===== src/rtl/inst_fetch.sv =====
// Byte-serial instruction fetch: issues four byte reads per instruction, assembles them
// little-endian and holds the result until decode accepts it or a jump redirects.
module inst_fetch (
    input  logic        clk_in,
    input  logic        rst_in,
    output logic        if_pc_enable_o,
    output logic [31:0] if_pc_o,
    input  logic [7:0]  if_inst_8bit_i,
    input  logic        mem_busy_i,
    output logic        inst_valid_o,
    output logic [31:0] inst_o,
    output logic [31:0] inst_pc_o,
    input  logic        id_ready_i,
    input  logic        jump_en_i,
    input  logic [31:0] jump_addr_i
);

    typedef enum logic {StFetch, StDone} state_e;

    state_e      state_q, state_d;
    logic [31:0] pc_q, pc_d;
    logic [2:0]  issue_idx_q, issue_idx_d;
    logic        pending_q, pending_d;
    logic [1:0]  pend_idx_q, pend_idx_d;
    logic [31:0] buf_q, buf_d;
    logic        inst_valid_q, inst_valid_d;
    logic [31:0] inst_q, inst_d;
    logic [31:0] inst_pc_q, inst_pc_d;
    logic        grant;

    // Gated by rst_in so the request line is low for the whole reset interval.
    assign if_pc_enable_o = rst_in && (state_q == StFetch) && (issue_idx_q < 3'd4);
    assign if_pc_o        = pc_q + {29'd0, issue_idx_q};
    assign grant          = if_pc_enable_o && !mem_busy_i;

    assign inst_valid_o = inst_valid_q;
    assign inst_o       = inst_q;
    assign inst_pc_o    = inst_pc_q;

    always_comb begin
        state_d      = state_q;
        pc_d         = pc_q;
        issue_idx_d  = issue_idx_q;
        pending_d    = 1'b0;
        pend_idx_d   = pend_idx_q;
        buf_d        = buf_q;
        inst_valid_d = inst_valid_q;
        inst_d       = inst_q;
        inst_pc_d    = inst_pc_q;

        unique case (state_q)
            StFetch: begin
                if (pending_q && mem_busy_i) begin
                    // Returned byte is invalid: rewind and re-issue it.
                    issue_idx_d = {1'b0, pend_idx_q};
                end else begin
                    if (pending_q) begin
                        buf_d[{pend_idx_q, 3'b000} +: 8] = if_inst_8bit_i;
                        if (pend_idx_q == 2'd3) begin
                            state_d      = StDone;
                            inst_valid_d = 1'b1;
                            inst_d       = buf_d;
                            inst_pc_d    = pc_q;
                        end
                    end
                    if (grant) begin
                        issue_idx_d = issue_idx_q + 3'd1;
                        pending_d   = 1'b1;
                        pend_idx_d  = issue_idx_q[1:0];
                    end
                end
            end
            StDone: begin
                if (id_ready_i && inst_valid_q) begin
                    pc_d         = pc_q + 32'd4;
                    issue_idx_d  = 3'd0;
                    inst_valid_d = 1'b0;
                    state_d      = StFetch;
                end
            end
            default: state_d = StFetch;
        endcase

        // A redirect overrides everything, including a same-cycle decode handshake.
        if (jump_en_i) begin
            pc_d         = jump_addr_i;
            issue_idx_d  = 3'd0;
            pending_d    = 1'b0;
            inst_valid_d = 1'b0;
            state_d      = StFetch;
        end
    end

    always_ff @(posedge clk_in or negedge rst_in) begin
        if (!rst_in) begin
            state_q      <= StFetch;
            pc_q         <= 32'd0;
            issue_idx_q  <= 3'd0;
            pending_q    <= 1'b0;
            pend_idx_q   <= 2'd0;
            buf_q        <= 32'd0;
            inst_valid_q <= 1'b0;
            inst_q       <= 32'd0;
            inst_pc_q    <= 32'd0;
        end else begin
            state_q      <= state_d;
            pc_q         <= pc_d;
            issue_idx_q  <= issue_idx_d;
            pending_q    <= pending_d;
            pend_idx_q   <= pend_idx_d;
            buf_q        <= buf_d;
            inst_valid_q <= inst_valid_d;
            inst_q       <= inst_d;
            inst_pc_q    <= inst_pc_d;
        end
    end

endmodule


===== config.mk =====
export PLATFORM = sky130hd
export DESIGN_NAME = inst_fetch
export DESIGN_NICKNAME = d
export VERILOG_FILES = /design/src/rtl/inst_fetch.sv
export SDC_FILE = /design/constraint.sdc
export NUM_CORES = 1
export LEC_CHECK = 0
export CAP_MARGIN = 30
export CORE_ASPECT_RATIO = 1.2
export CORE_MARGIN = 5
export CORE_UTILIZATION = 30
export CTS_CLUSTER_SIZE = 40
export DETAILED_ROUTE_END_ITERATION = 8
export GPL_TIMING_DRIVEN = 0
export SLEW_MARGIN = 25
export SYNTH_ARGS = -nofsm -noshare
export SYNTH_HDL_FRONTEND = slang
export SYNTH_SLANG_ARGS = --single-unit

===== constraint.sdc =====
create_clock -name clk_in -period 3.7 [get_ports clk_in]
set_clock_uncertainty 0.2 [all_clocks]
set_input_delay 0.555 -clock clk_in [delete_from_list [all_inputs] [get_ports clk_in]]
set_output_delay 0.555 -clock clk_in [all_outputs]
set_load 0.03 [all_outputs]

==> results.cfg <==
[status]
status = finished clean

[pwr]
ir_drop_mv = 0.316
fin_total_pwr_mw = 5.01
power_density_mw_per_mm2 = 568
p_leak_nw = 3.92

[place]
place_ws_ps = 61.2
port_buffers = 134
hpwl_um = 14900
dp_cells = 1090
placed_area_mm2 = 0.00816
routabilityCongestion = 0.850

[routing]
dr.first_iter.drc_count = 316
vias = 5688
drt-vias-per-instance = 5.06
routed_wl_um = 20500
ant_nets = 0
drc_errors = 0
wl_per_cell_um = 18.3
dr.pass1.iters = 4

[sta]
whs_ps = 269
fmax_mhz = 282
setup_viol = 0
max-slew-margin-rel_pct = 40.5
fin_crit_sh_pct = 96.0
rsz0062_at_grt = no
timing_hold_violations_final = 0
setup_slack_ps = 148
tns_ps = 0
period_minus_slack_ps = 3550
tightest_slew_ps = 890
maxSlewViolCount = 0

[synth]
synth_edf_count = 0
syn_inst = 685
async_flop_share_pct = 100
ys_seq_elements = 128
synth_xor_xnor_area_share_pct = 5.57
synth_top_family_by_area = simple AND/OR/NAND/NOR gates
yosys_warnings = 0
synth.distinct_cells = 53
synthAdderAreaFrac_pct = 2.25
synth_compound_gate_area_share_pct = 13.5
syn_area_mm2 = 0.00645
synth-simple-area-share_pct = 23.0
synth_area_per_cell_um2 = 9.41
syn_nets = 741
synth_top_flop_cell = dfrtp_1
muxShareOfSynthArea_pct = 1.01
synth-seq-area-share_pct = 49.7

[finish]
diodes = 0
stdcell_area_mm2 = 0.00882
layout_common_cells = nand2_1, dfrtp_1, clkdlybuf4s50_1
area_growth_pct = 36.8
post-route-util_pct = 41.9
drive_above_1_share_pct = 10.3
final_nets = 897
final_common_cell = nand2_1
fin_cells = 1124
num-fill-cells = 2116

[clock_tree]
clk_root_buffer_cell = clkbuf_16
cts_tree = yes
post_cts_buffers = 0
path_clk_slew_ps = 60
htreeDepth = 4
clock_latency_ps = 410
numClockSinks = 128
cts_buffer_depth = 2
cts_made_buffers = 17

[grt]
grt-ovfl-total = 0
antenna_found_initial = 0
grt_pass1_wl_um = 32900
grt_max_degree = 66
grt_pass1_vias = 5791
grtUsageTotal_pct = 17.2

[setup_path]
critPathArrivalTime_ps = 2800
cp_top_family = adder cells
worstSetupStartpointType = flop
critPathRequiredTime_ps = 2940
critPathMaxStageDelay_ps = 440
crit_fanout = 5
worstPathCellList = ha_1 > fa_1 > a21o_1 > nand3_1 > nor3_1 > xor2_1 > clkdlybuf4s15_1
critPathCaptureType = output pin
worstSetupPathType = flop to output pin
crit_slowest_cell = fa_1
worstPathBufferInverterCount = 1

[floorplan]
initial_utilization_pct = 30.6
core-area_mm2 = 0.0210
ios = 143
dieArea_mm2 = 0.0245
die_x_um = 144
rows = 58
fp.dieH_um = 171

[hold_path]
worst_hold_path_type = flop to flop

[run]
cap_violations = 0
area by class of cell:
| cell class | instances | area (um2) | share of cell area, % |
|---|---|---|---|
| Buffer | 59 | 265 | 3.01 |
| Clock buffer | 22 | 474 | 5.38 |
| Clock inverter | 10 | 134 | 1.52 |
| Inverter | 14 | 52.6 | 0.596 |
| Multi-Input combinational cell | 484 | 2970 | 33.6 |
| Sequential cell | 128 | 3200 | 36.3 |
| Tap cell | 270 | 338 | 3.83 |
| Timing Repair Buffer | 137 | 1390 | 15.7 |
where the power goes:
part	total (mW)	switching [mW]	internal [mW]
clock	1.73	0.620	1.11
combinational	1.47	0.878	0.593
sequential	1.81	0.159	1.65
total	5.01	1.66	3.35
what timing repair did:
item	4_1_cts	5_1_grt
setup endpoints to repair	21	19
hold endpoints to repair	65	0
pin swaps	0	0
gates resized for setup	27	24
gates cloned	0	0
hold buffers	2	0
worst register-to-register path, cell delays in order (launching register included):
cell and delay [ps]:
dfrtp_1 470, inv_1 190, ha_1 190, clkinv_1 270
nor4b_2 830, and2_1 230, clkbuf_1 300, a22o_1 210
sequential cells by signal, summed over array words and instances, names as in the netlist:
name          count
issue_idx_q       3
inst_pc_o        32
pend_idx_q        2
inst_o           32
pc_q             32
inst_valid_o      1
buf_q            24
state_q           1
pending_q         1
layer usage:
layer	up-vias	GRT usage, %	share of wire (%)
li1	2730	-	-
met3	37	4.50	6.0
met2	175	28.8	49
met5	-	0	0
met4	0	5.28	2.3
met1	2746	22.0	42
logic make-up (layout without fill, tap and decap cells):
logic type      count (synthesis)  in the layout
buf+inv                        73            242
flops                         128            128
xor+xnor                       41             41
simple gates                  307            307
fa+ha+maj                      11             11
mux                             6              6
compound gates                119            119
cells in the mapped netlist (all sizes together) (16+ instances only):
master,n,area (um2)
o21ai,26,130
a31oi,16,100
nor2,76,285
a221oi,24,210
xnor2,21,184
nand4,16,125
nor3,16,80.1
buf,30,153
a22o,31,272
dfrtp,128,3200
nand2,129,484
clkbuf,29,111
xor2,20,175
worst paths after layout:
kind                                     start           end  slack (ps)  depth (start not counted)
max in group asynchronous               rst_in      pc_q[30]        2470                          3
worst min register to register    inst_pc_o[0]  inst_pc_o[0]         270                          2
worst min-delay path              inst_pc_o[0]  inst_pc_o[0]         270                          2
min in group asynchronous               rst_in      buf_q[1]         530                          3
worst max register to register   pend_idx_q[0]     buf_q[23]         740                          7
worst max-delay path            issue_idx_q[0]   if_pc_o[22]         150                          7
No activity file was read; power rests on OpenSTA's default activity.
